[src/rtl/sub_borrow_pkg.sv]
// Shared types and sizing helpers for the chunk-serial subtract-with-borrow unit.
// Latency: n/a (types and elaboration-time functions only).
// Backpressure: n/a.
package sub_borrow_pkg;

    typedef enum logic [1:0] {
        IDLE = 2'd0,
        RUN  = 2'd1,
        DONE = 2'd2
    } state_t;

    // Number of CHUNK-wide slices making up one WIDTH-wide operand.
    function automatic int slice_count(input int width, input int chunk);
        return width / chunk;
    endfunction

    // Slice counter width; never narrower than one bit so N=1 still has a counter.
    function automatic int cnt_width(input int n);
        return (n <= 1) ? 1 : $clog2(n);
    endfunction

endpackage

[src/rtl/sub_borrow_slice.sv]
// One CHUNK-bit slice of a - b - bin, producing the slice difference and its borrow out.
// Latency: purely combinational, zero cycles.
// Backpressure: none; the sequencer decides when the result is consumed.
module sub_borrow_slice #(
    parameter int CHUNK = 8
) (
    input  logic [CHUNK-1:0] a,
    input  logic [CHUNK-1:0] b,
    input  logic             bin,
    output logic [CHUNK-1:0] diff,
    output logic             bout
);

    logic [CHUNK:0] wide;

    // A one-bit-wider subtraction leaves the borrow in the top bit.
    always_comb begin
        wide = {1'b0, a} - {1'b0, b} - {{CHUNK{1'b0}}, bin};
        diff = wide[CHUNK-1:0];
        bout = wide[CHUNK];
    end

endmodule

[src/rtl/sub_borrow_seq.sv]
// Chunk-serial d = a - b - bin over WIDTH bits, CHUNK bits per cycle LSB first; SUB_BORROW_SEQ_OVF_EN adds signed overflow output ovf.
// Latency: out_valid rises WIDTH/CHUNK clock edges after the input accept edge.
// Backpressure: result (d, bout, ovf) held in DONE until out_ready; in_ready low in RUN and DONE, no queueing.
module sub_borrow_seq
    import sub_borrow_pkg::*;
#(
    parameter int WIDTH = 32,
    parameter int CHUNK = 8
) (
    input  logic             clk,
    input  logic             reset,
    input  logic             in_valid,
    output logic             in_ready,
    input  logic [WIDTH-1:0] a,
    input  logic [WIDTH-1:0] b,
    input  logic             bin,
    output logic             out_valid,
    input  logic             out_ready,
    output logic [WIDTH-1:0] d,
    output logic             bout
`ifdef SUB_BORROW_SEQ_OVF_EN
    ,
    output logic             ovf
`endif
);

    localparam int N  = slice_count(WIDTH, CHUNK);
    localparam int CW = cnt_width(N);

    if ((WIDTH % CHUNK) != 0) begin : g_width_check
        $error("sub_borrow_seq: WIDTH (%0d) must be a multiple of CHUNK (%0d)", WIDTH, CHUNK);
    end

    state_t           state;
    state_t           state_nxt;
    logic [WIDTH-1:0] a_r;
    logic [WIDTH-1:0] b_r;
    logic [WIDTH-1:0] d_r;
    logic             brw;
    logic             bout_r;
    logic [CW-1:0]    cnt;
    logic             last_slice;
    logic [CHUNK-1:0] a_sl;
    logic [CHUNK-1:0] b_sl;
    logic [CHUNK-1:0] diff_sl;
    logic             bo_sl;
`ifdef SUB_BORROW_SEQ_OVF_EN
    logic             ovf_r;
`endif

    assign last_slice = (cnt == CW'(N - 1));

    // State register; reset drops any in-flight operation.
    always_ff @(posedge clk or negedge reset) begin
        if (!reset) begin
            state <= IDLE;
        end else begin
            state <= state_nxt;
        end
    end

    // Next-state and handshake outputs; the output handshake never overlaps an accept.
    always_comb begin
        state_nxt = state;
        in_ready  = 1'b0;
        out_valid = 1'b0;
        case (state)
            IDLE: begin
                in_ready = 1'b1;
                if (in_valid) state_nxt = RUN;
            end
            RUN: begin
                if (last_slice) state_nxt = DONE;
            end
            DONE: begin
                out_valid = 1'b1;
                if (out_ready) state_nxt = IDLE;
            end
            default: state_nxt = IDLE;
        endcase
    end

    // Select the operand slice addressed by the counter.
    always_comb begin
        a_sl = '0;
        b_sl = '0;
        for (int k = 0; k < N; k++) begin
            if (cnt == CW'(k)) begin
                a_sl = a_r[k*CHUNK +: CHUNK];
                b_sl = b_r[k*CHUNK +: CHUNK];
            end
        end
    end

    sub_borrow_slice #(
        .CHUNK (CHUNK)
    ) u_slice (
        .a    (a_sl),
        .b    (b_sl),
        .bin  (brw),
        .diff (diff_sl),
        .bout (bo_sl)
    );

    // Operand capture on accept, then one slice per RUN cycle written back in place.
    always_ff @(posedge clk or negedge reset) begin
        if (!reset) begin
            a_r    <= '0;
            b_r    <= '0;
            d_r    <= '0;
            brw    <= 1'b0;
            bout_r <= 1'b0;
            cnt    <= '0;
`ifdef SUB_BORROW_SEQ_OVF_EN
            ovf_r  <= 1'b0;
`endif
        end else if (state == IDLE) begin
            if (in_valid) begin
                a_r <= a;
                b_r <= b;
                brw <= bin;
                cnt <= '0;
            end
        end else if (state == RUN) begin
            for (int k = 0; k < N; k++) begin
                if (cnt == CW'(k)) d_r[k*CHUNK +: CHUNK] <= diff_sl;
            end
            brw <= bo_sl;
            cnt <= cnt + 1'b1;
            if (last_slice) begin
                bout_r <= bo_sl;
`ifdef SUB_BORROW_SEQ_OVF_EN
                // Operands of differing sign whose result sign differs from the minuend.
                ovf_r  <= (a_r[WIDTH-1] != b_r[WIDTH-1]) && (diff_sl[CHUNK-1] != a_r[WIDTH-1]);
`endif
            end
        end
    end

    assign d    = d_r;
    assign bout = bout_r;
`ifdef SUB_BORROW_SEQ_OVF_EN
    assign ovf  = ovf_r;
`endif

endmodule

[config.mk]
export PLATFORM = sky130hd
export DESIGN_NAME = sub_borrow_seq
export DESIGN_NICKNAME = d
export VERILOG_FILES = /design/src/rtl/sub_borrow_pkg.sv /design/src/rtl/sub_borrow_slice.sv /design/src/rtl/sub_borrow_seq.sv
export SDC_FILE = /design/constraint.sdc
export NUM_CORES = 1
export LEC_CHECK = 0
export ABC_AREA = 1
export BUFFER_PORTS_ARGS = -buffer_cell sky130_fd_sc_hd__buf_2
export CORE_ASPECT_RATIO = 0.9
export CORE_MARGIN = 2
export CORE_UTILIZATION = 50
export DETAILED_ROUTE_END_ITERATION = 12
export PLACE_DENSITY = 0.77
export SYNTH_ARGS = -nofsm -noshare
export SYNTH_HDL_FRONTEND = slang
export SYNTH_SLANG_ARGS = --single-unit
[constraint.sdc]
create_clock -name clk -period 5.9 [get_ports clk]
set_input_delay 0.59 -clock clk [delete_from_list [all_inputs] [get_ports clk]]
set_output_delay 0.59 -clock clk [all_outputs]
set_load 0.01 [all_outputs]
==> metrics.md <==
| Metric | Value |
|---|---|
| Final Skew | 0.00991 ns |
| Top post-synthesis cells by count | nand2_1 (277), dfrtp_1 (102), inv_1 (27), o21ai_0 (20), nand3_1 (17) |
| Antenna-violating nets left | 0 |
| Post-CTS Hold Buffers | 0 |
| Max Buffers Root-to-Sink | 2 |
| First drt pass iteration count | 4 |
| Max Clock Freq | 263 MHz |
| DRC | 0 |
| HPWL Detailed | 8.32 mm |
| First-pass GRT wire length | 19.3 mm |
| Slew HR | 0.239 |
| Nets | 764 |
| Mean Syn Cell Area | 8.43 um^2 |
| Root Buffer Master | clkbuf_8 |
| Number of register bits inferred by synthesis | 102 |
| Synth async-reset ratio | 1.00 |
| Die area | 10700 um^2 |
| Post-synth top flop | dfrtp_1 |
| CTS Buf Count | 9 |
| Vias in the first global route | 4018 |
| Iter 0 DRT Violations | 320 |
| Postcts setup bufs | 0 |
| Crit path launch type | register |
| Diodes inserted | 0 |
| H-tree Lvls | 3 |
| Total GRT Usage | 0.229 |
| Ranking of synthesized cells by area | dfrtp_1 (51%), nand2_1 (21%), ha_1 (4.0%) |
| GRT overflow | 0 |
| Arr. time, crit path | 4.06 ns |
| Final period util | 0.645 |
| Min Tclk post-route | 3.81 ns |
| Routed WL | 11.6 mm |
| Die W | 109 um |
| # Max-Cap Violations | 0 |
| Synth warn | 0 |
| DR WL/cell | 14.3 um |
| Largest net degree at the start of global routing | 68 |
| CTS tree | built |
| Area after DPL | 5460 um^2 |
| Cell variety after synth | 34 |
| WP data required | 6.15 ns |
| Netlist Area Pre-Place | 4960 um^2 |
| Initial Util | 0.514 |
| Die Y | 98.5 um |
| Worst-margin pin slew | 1.14 ns |
| Initial antenna violation count | 0 |
| Routed vias/inst | 5.16 |
| Rows | 34 |
| CTS resizes | 0 |
| Most frequent cell after synthesis | nand2_1 |
| Crit path kind | register to register |
| Io pins | 104 |
| Crit Path Max Fanout | 18 |
| Share of post-route cells with drive strength above 1 | 0.213 |
| Max Slew Vio Count | 0 |
| Fin Setup TNS | 0 ns |
| Worst-Skew Late Latency | 0.37 ns |
| RSZ-0062 raised after global routing | false |
| Synth area leader | dfrtp_1 |
| Vias | 4167 |
| Final Cell Area | 5640 um^2 |
| Final setup viols | 0 |
| Register area share after synthesis | 0.515 |
| Status | completed |
| Crit. End Element | register |
| Port bufs | 103 |
| CTS Sinks | 102 |
| Number of flops mapped to enable cells by yosys | 0 |
| Final hold vios | 0 |
| Area growth syn-to-layout | 13.6% |
| Syn Inst Count | 588 |
| Hold Crit Class | input pin to async pin |
| Top cell type's share of synthesized area | 0.515 |
| CTS clk-pin slew, worst paths | 0.10 ns |
| Core area | 9660 um^2 |
| Synth Net Count | 675 |
| Routability cong. | 0.901 |
cell families after synthesis:
family	synth area share
compound gates	0.0921
xor+xnor	0.00681
fa+ha+maj	0.0484
buf+inv	0.0676
flops	0.515
simple gates	0.270
placed cells by master (no fill, tap or decap), types with 2 or more instances in the layout:
master,n
nand2_1,277
dfrtp_1,102
buf_2,102
inv_1,27
o21ai_0,20
nand3_1,17
ha_1,16
o21ai_1,15
a21oi_1,14
nor2_1,12
inv_2,11
a22oi_1,9
clkbuf_8,9
o31ai_1,7
a221oi_1,6
nand2_2,4
nor2_8,4
inv_6,3
nor2_2,2
inv_4,2
nand3b_1,2
xor2_1,2
nand4_1,2
fa_1,2
clkbuf_1,2
clkinvlp_4,2
buf_4,2
path summary, 6_finish.rpt:
kind / startpoint / endpoint / slack [ns] / cells after the start
max: cnt[1] / d[4] / 2.09 / 14
min: reset / state[0] / 0.21 / 1
max reg2reg: cnt[1] / d[4] / 2.09 / 14
min reg2reg: d[17] / d[17] / 0.47 / 2
max in group asynchronous: reset / a_r[29] / 4.57 / 2
min in group clk: out_ready / state[1] / 0.40 / 2
cell type report:
type | count | area, um^2
well taps | 126 | 158
repair buffers | 104 | 526
multi-input cells | 420 | 2070
flip-flops and latches | 102 | 2550
fillers | 889 | 4020
clock buffers | 11 | 131
inverters | 40 | 155
clock inverters | 5 | 41.3
critical path, stage by stage (launching register included):
cell and delay (ns):
dfrtp_1 0.40, inv_1 0.08, ha_1 0.44, nor2_2 0.63, a22oi_1 0.15, nand2_1 0.09
o21ai_0 0.10, a21oi_1 0.23, fa_1 0.22, inv_1 0.07, fa_1 0.43, o21ai_1 0.21
nand2_1 0.11, xor2_1 0.40, o21ai_1 0.11
registers in the layout, summed over array words and instances, names as in the netlist:
signal	count
d	32
state	2
a_r	32
bout	1
cnt	2
b_r	32
brw	1
per-layer routing:
metal	routed length, um	GRT usage	vias to the layer above
met4	142	0.0769	0
met2	5150	0.345	167
met1	5430	0.332	1940
met5	0	0	-
li1	-	-	2047
met3	863	0.0463	13
per-stage QoR:
step | setup WS (ns) | util | cells | hold WS [ns]
6_report | 2.09 | 0.584 | 808 | 0.212
5_1_grt | 1.81 | 0.584 | 808 | 0.243
4_1_cts | 2.16 | 0.584 | 808 | 0.224
3_5_place_dp | 2.15 | 0.566 | 792 | 0.457
3_3_place_gp | 2.38 | 0.566 | 792 | 0.451
2_1_floorplan | 3.10 | - | 588 | 0.294
Power is left out: the tool's default activity adds up to more than one toggle a clock period on the data nets, which glitch-free logic cannot reach.
